**config.mk**
```make
export PLATFORM = sky130hd
export DESIGN_NAME = serie_a_paralelo_6bit
export DESIGN_NICKNAME = d
export VERILOG_FILES = /design/src/rtl/serie_pkg.sv /design/src/rtl/serie_a_paralelo_6bit_fifo.sv /design/src/rtl/serie_a_paralelo_6bit.sv
export SDC_FILE = /design/constraint.sdc
export NUM_CORES = 1
export LEC_CHECK = 0
export ABC_CLOCK_PERIOD_IN_PS = 3200
export CAP_MARGIN = 20
export CORE_MARGIN = 1
export CORE_UTILIZATION = 45
export DETAILED_ROUTE_END_ITERATION = 12
export GPL_ROUTABILITY_DRIVEN = 0
export PLACE_DENSITY = 0.77
export SLEW_MARGIN = 20
export SYNTH_ARGS = -nofsm -noshare
export SYNTH_HDL_FRONTEND = slang
export SYNTH_SLANG_ARGS = --single-unit
```
**constraint.sdc**
```tcl
create_clock -name Reloj -period 3.2 [get_ports Reloj]
set_input_delay 0.48 -clock Reloj [delete_from_list [all_inputs] [get_ports Reloj]]
set_output_delay 0.48 -clock Reloj [all_outputs]
set_load 0.01 [all_outputs]
```
**src/rtl/serie_pkg.sv**
```systemverilog
// Shared types and helpers for the serial-to-parallel framer feeding the 6-bit comparator.
// Optional parity stage is selected with the SERIE_PARIDAD_EN macro.
package serie_pkg;

  localparam int ANCHO_DEF       = 6;
  localparam int PROFUNDIDAD_DEF = 2;

  typedef enum logic [1:0] {
    ESPERA  = 2'd0,
    CAPTURA = 2'd1,
    PARIDAD = 2'd2
  } estado_t;

  // Ceiling log2, never below 1 so a depth-2 FIFO still gets a 1-bit pointer.
  function automatic int clog2(input int n);
    int r;
    r = 1;
    for (int i = 1; i < 31; i++) begin
      if ((1 << i) < n) r = i + 1;
    end
    return r;
  endfunction

endpackage

```
**src/rtl/serie_a_paralelo_6bit_fifo.sv**
```systemverilog
// fifo_palabras: synchronous word FIFO with simultaneous push/pop and a drop indication.
// Occupancy count (one bit wider than the pointers) decides full/empty.
module fifo_palabras
  import serie_pkg::*;
#(
  parameter int ANCHO       = ANCHO_DEF,
  parameter int PROFUNDIDAD = PROFUNDIDAD_DEF
) (
  input  logic             clk,
  input  logic             reset,
  input  logic             push,
  input  logic [ANCHO-1:0] dato,
  input  logic             pop,
  output logic [ANCHO-1:0] salida,
  output logic             valido,
  output logic             descarte
);

  localparam int PW = clog2(PROFUNDIDAD);
  localparam int CW = PW + 1;

  logic [ANCHO-1:0] mem [PROFUNDIDAD];
  logic [PW-1:0]    rd_ptr;
  logic [PW-1:0]    wr_ptr;
  logic [CW-1:0]    cuenta;
  logic             vacio;
  logic             lleno;
  logic             do_push;
  logic             do_pop;

  assign vacio    = (cuenta == '0);
  assign lleno    = (cuenta == CW'(PROFUNDIDAD));
  assign do_pop   = pop & ~vacio;
  // A pop in the same cycle frees the slot, so a full FIFO still accepts the word.
  assign do_push  = push & (~lleno | do_pop);
  assign descarte = push & lleno & ~do_pop;

  assign valido = ~vacio;
  assign salida = vacio ? '0 : mem[rd_ptr];

  always_ff @(posedge clk) begin
    if (reset) begin
      rd_ptr <= '0;
      wr_ptr <= '0;
      cuenta <= '0;
    end else begin
      if (do_push) wr_ptr <= wr_ptr + PW'(1);
      if (do_pop)  rd_ptr <= rd_ptr + PW'(1);
      case ({do_push, do_pop})
        2'b10:   cuenta <= cuenta + CW'(1);
        2'b01:   cuenta <= cuenta - CW'(1);
        default: cuenta <= cuenta;
      endcase
    end
  end

  // NOTE: storage is deliberately not reset; the count alone marks entries valid,
  // and the output is forced to zero while empty.
  always_ff @(posedge clk) begin
    if (do_push) mem[wr_ptr] <= dato;
  end

endmodule

```
**src/rtl/serie_a_paralelo_6bit.sv**
```systemverilog
// Serial MSB-first word assembler with a small output FIFO for the 22-number comparator.
// Define SERIE_PARIDAD_EN to add a trailing even-parity bit check per word.
module serie_a_paralelo_6bit
  import serie_pkg::*;
#(
  parameter int ANCHO       = ANCHO_DEF,
  parameter int PROFUNDIDAD = PROFUNDIDAD_DEF
) (
  input  logic             Reloj,
  input  logic             Reset,
  input  logic             EntradaSerie,
  input  logic             Habilitar,
  input  logic             Inicio,
  input  logic             Listo,
  output logic [ANCHO-1:0] Salida,
  output logic             Valido,
  output logic             Desborde,
  output logic             ErrorParidad
);

  localparam int CW = clog2(ANCHO + 1);

  estado_t          estado, estado_n;
  logic [ANCHO-1:0] reg_d, reg_d_n;
  logic [ANCHO-1:0] dato_nuevo;
  logic [ANCHO-1:0] palabra;
  logic [CW-1:0]    cnt, cnt_n;
  logic             push;
  logic             descarte;
`ifdef SERIE_PARIDAD_EN
  logic             err_n;
  logic             err_q;
`endif

  assign dato_nuevo = {reg_d[ANCHO-2:0], EntradaSerie};

  // NOTE: every signal driven here gets a default first, so no path can infer a latch.
  always_comb begin
    estado_n = estado;
    reg_d_n  = reg_d;
    cnt_n    = cnt;
    push     = 1'b0;
    palabra  = dato_nuevo;
`ifdef SERIE_PARIDAD_EN
    err_n    = 1'b0;
`endif
    if (Habilitar) begin
      if (Inicio) begin
        // Start of word in any state; a partial word is simply abandoned.
        reg_d_n  = {{(ANCHO-1){1'b0}}, EntradaSerie};
        cnt_n    = CW'(1);
        estado_n = CAPTURA;
      end else begin
        case (estado)
          CAPTURA: begin
            reg_d_n = dato_nuevo;
            if (cnt == CW'(ANCHO - 1)) begin
              cnt_n = '0;
`ifdef SERIE_PARIDAD_EN
              estado_n = PARIDAD;
`else
              push     = 1'b1;
              estado_n = ESPERA;
`endif
            end else begin
              cnt_n = cnt + CW'(1);
            end
          end
`ifdef SERIE_PARIDAD_EN
          PARIDAD: begin
            palabra  = reg_d;
            estado_n = ESPERA;
            if (^{reg_d, EntradaSerie} == 1'b0) push  = 1'b1;
            else                                err_n = 1'b1;
          end
`endif
          default: ;
        endcase
      end
    end
  end

  // NOTE: sequential state uses non-blocking assignments so all registers update together.
  always_ff @(posedge Reloj) begin
    if (Reset) begin
      estado   <= ESPERA;
      reg_d    <= '0;
      cnt      <= '0;
      Desborde <= 1'b0;
    end else begin
      estado   <= estado_n;
      reg_d    <= reg_d_n;
      cnt      <= cnt_n;
      Desborde <= Desborde | descarte;
    end
  end

`ifdef SERIE_PARIDAD_EN
  always_ff @(posedge Reloj) begin
    if (Reset) err_q <= 1'b0;
    else       err_q <= err_n;
  end
  assign ErrorParidad = err_q;
`else
  assign ErrorParidad = 1'b0;
`endif

  fifo_palabras #(
    .ANCHO       (ANCHO),
    .PROFUNDIDAD (PROFUNDIDAD)
  ) u_fifo (
    .clk      (Reloj),
    .reset    (Reset),
    .push     (push),
    .dato     (palabra),
    .pop      (Listo),
    .salida   (Salida),
    .valido   (Valido),
    .descarte (descarte)
  );

endmodule

```
==> flow_metrics.tcl <==
set metrics [dict create \
    status "finished, final reports clean" \
    cap_violations 0 \
    post_route_cells_drive_above_1_share_pct 7.26 \
    clk_pin_slew_ns 0.13 \
    cts_tree "done" \
    number_of_enable_flip_flop_cells_after_synthesis 12 \
    worst-endpoint-arrival_ns 1.70 \
    critical_path_required_ns 2.72 \
    total_power_w 0.000537 \
    htree_levels 1 \
    number_of_endpoints_failing_setup_at_the_final_stage 0 \
    initial_antenna_violation_count 0 \
    groute.usage.overall_pct 14.9 \
    postSynthRegisterBits 27 \
    clk-insertion-delay-late_ns 0.32 \
    grt_max_degree 19 \
    detailed_place_hpwl_um 1350 \
    worst-path-max-fanout 7 \
    number_of_top_level_design_ports 15 \
    post_cts_hold_buffer_count 0 \
    synth.net_count 120 \
    first_global_vias 681 \
    final_area_um2 1360 \
    overflow 0 \
    die_width_um 53.5 \
    num_rows 18 \
    synth-async-reset-ratio_pct 0 \
    synth-seq-area-share_pct 55.4 \
    floorplan.die_area_um2 2860 \
    power_per_cell_area_nw_per_um2 395 \
    worst_clock_skew_ns 0.00264 \
    reported_leakage_power_nw 0.470 \
    period_minus_slack_ns 2.18 \
    cts_buffers 3 \
    multiInputGateArea_um2 483 \
    syn2layout_area_growth_pct 14.1 \
    core_area_um2 2500 \
    post_synth_instance_area_um2 1190 \
    sequential_cell_area_um2 661 \
    ys.warnings.count 0 \
    fill_cells 225 \
    critical_path.n_buffers_inverters 1 \
    postSynth.topFlopCell "dfxtp_1" \
    postRouteAntennaNets 0 \
    clk_path_buf_depth 2 \
    critical-path-max-stage-delay_ns 0.49 \
    setup-tns-final_ns 0 \
    cts_sinks 27 \
    cpMostUsedCell "nor2_1" \
    post-cts-setup-buffers 0 \
    synth.lib_cells_used.distinct 32 \
    rsz0062_at_grt "no" \
    maxSlewViolCount 0 \
    start_util_pct 47.7 \
    finalHoldViolCount 0 \
    drt_first_iter_violations 17 \
    grt_pass1_wl_um 2970 \
    drt_first_pass_iters 4 \
    final_wl_um 1840 \
    cp-end-kind "output pin" \
    holdCritPathClass "flip-flop to flip-flop" \
    timing.fmax_mhz 459 \
    ir_worst_vdd_mv 0.291 \
    worstPathCellList "nor2_1, nor2_1, clkdlybuf4s50_1" \
    tightestPinTransition_ns 0.562 \
    chipHeight_um 53.5 \
    timing.slew.headroom_pct 62.4 \
    diodes 0 \
    master_of_the_slowest_instance_on_the_critical_path "clkdlybuf4s50_1" \
    syn_avg_cell_area_um2 10.6 \
    design.final.nets 132 \
    vias 797 \
    cts.repair.resized 0 \
    cts.root.buffer_cell "clkbuf_4" \
    avgRoutedWirePerCell_um 12.0 \
    dpl_cell_area_um2 1330 \
    startpoint_type "flip-flop" \
    synthCells 113 \
    top_cell_family_by_delay_on_the_critical_path "simple AND/OR/NAND/NOR gates" \
    worst-setup-path-type "flip-flop to output pin" \
    vias_per_inst 5.18 \
    period_share_pct 68.1 \
    drt_drc_violations_left 0 \
    place.port_buffers 13 \
]
==> worst reg2reg max path: cells and delay by family, from the launching register on <==
| kind | cells | cell delay, ns |
|---|---|---|
| simple gates | 3 | 0.80 |
| flops | 1 | 0.63 |
| fa+ha+maj | 1 | 0.32 |
| compound gates | 1 | 0.13 |
==> cells by family (layout without fill, tap and decap cells) <==
kind of cell | Yosys count | in the layout | share of synthesized area (%)
AOI/OAI and AO/OA | 21 | 21 | 11.2
xor gates and xnor gates | 4 | 4 | 2.94
adders and majority gates | 1 | 1 | 1.05
buffers and inverters | 11 | 22 | 4.09
DFF | 27 | 27 | 55.4
muxes | 8 | 8 | 7.14
other | 1 | 1 | 0.314
and+or+nand+nor | 40 | 40 | 17.8
==> metrics by stage <==
| stage | worst slack [ns] | hold WS, ns | instances | utilization, % |
|---|---|---|---|---|
| 6_report | 1.02 | 0.501 | 154 | 54.4 |
| 5_1_grt | 0.891 | 0.526 | 154 | 54.4 |
| 4_1_cts | 0.991 | 0.503 | 154 | 54.4 |
| 3_5_place_dp | 0.776 | 0.469 | 150 | 53.4 |
| 3_3_place_gp | 0.832 | 0.478 | 150 | 53.4 |
| 2_1_floorplan | 1.38 | 0.448 | 113 | - |
==> cell type report <==
| cell class | instances | area share, % |
|---|---|---|
| inverter | 4 | 1.10 |
| multi-input combinational | 75 | 35.5 |
| timing repair buffer | 14 | 10.1 |
| tap | 30 | 2.76 |
| clock buffer | 4 | 1.93 |
| sequential | 27 | 48.6 |
==> synth_stat cells (3+ instances only) <==
library cell  count  area share, %
nor2_1           19            6.0
xor2_1            3            2.2
inv_1             4            1.3
nand2b_1          8            4.2
a21oi_1           7            2.9
a21o_1            4            2.5
mux2i_1           7            5.9
edfxtp_1         12             30
nand3_1           5            2.1
buf_2             3            1.3
dfxtp_1          15             25
o21ai_0           4            1.7
clkbuf_1          3           0.94
==> sequential cells by signal, indices dropped and copies added, names as in the netlist, named ones only <==
signal and count:
u_fifo.mem 12, u_fifo.rd_ptr 1, u_fifo.cuenta 2, u_fifo.wr_ptr 1, Desborde 1, estado 1, cnt 3, reg_d 5
==> cell usage in the layout (no fill, tap or decap), types with 3 or more instances in the layout <==
master            n
a21o_1            4
o21ai_0           4
edfxtp_1         12
mux2i_1           7
dfxtp_1          15
xor2_1            3
inv_1             4
nor2_1           19
clkdlybuf4s50_1  13
nand2b_1          8
nand3_1           5
a21oi_1           7
clkbuf_4          3
==> path summary, 6_finish.rpt <==
| path | from | endpoint | slack (ns) | cells after the start |
|---|---|---|---|---|
| max reg2reg | estado[0] | u_fifo.cuenta[1] | 1.26 | 5 |
| max | u_fifo.cuenta[0] | Salida[4] | 1.02 | 3 |
| min | Desborde | Desborde | 0.50 | 2 |
| min reg2reg | Desborde | Desborde | 0.50 | 2 |
==> power breakdown <==
part           total [W]  internal (W)  leakage [nW]  switching (W)
registers       0.000367      0.000361         0.228     0.00000635
clock network   0.000144     0.0000488        0.0150      0.0000947
logic          0.0000268     0.0000131         0.227      0.0000136
==> layer usage <==
metal | vias to the layer above | part of all wire, % | global-route usage, %
li1 | 415 | - | -
met1 | 361 | 46 | 17.7
met2 | 17 | 50 | 24.8
met3 | 4 | 3.0 | 2.59
met4 | 0 | 1.8 | 9.21
met5 | - | 0 | 0
Power figures use the tool's default switching activity.
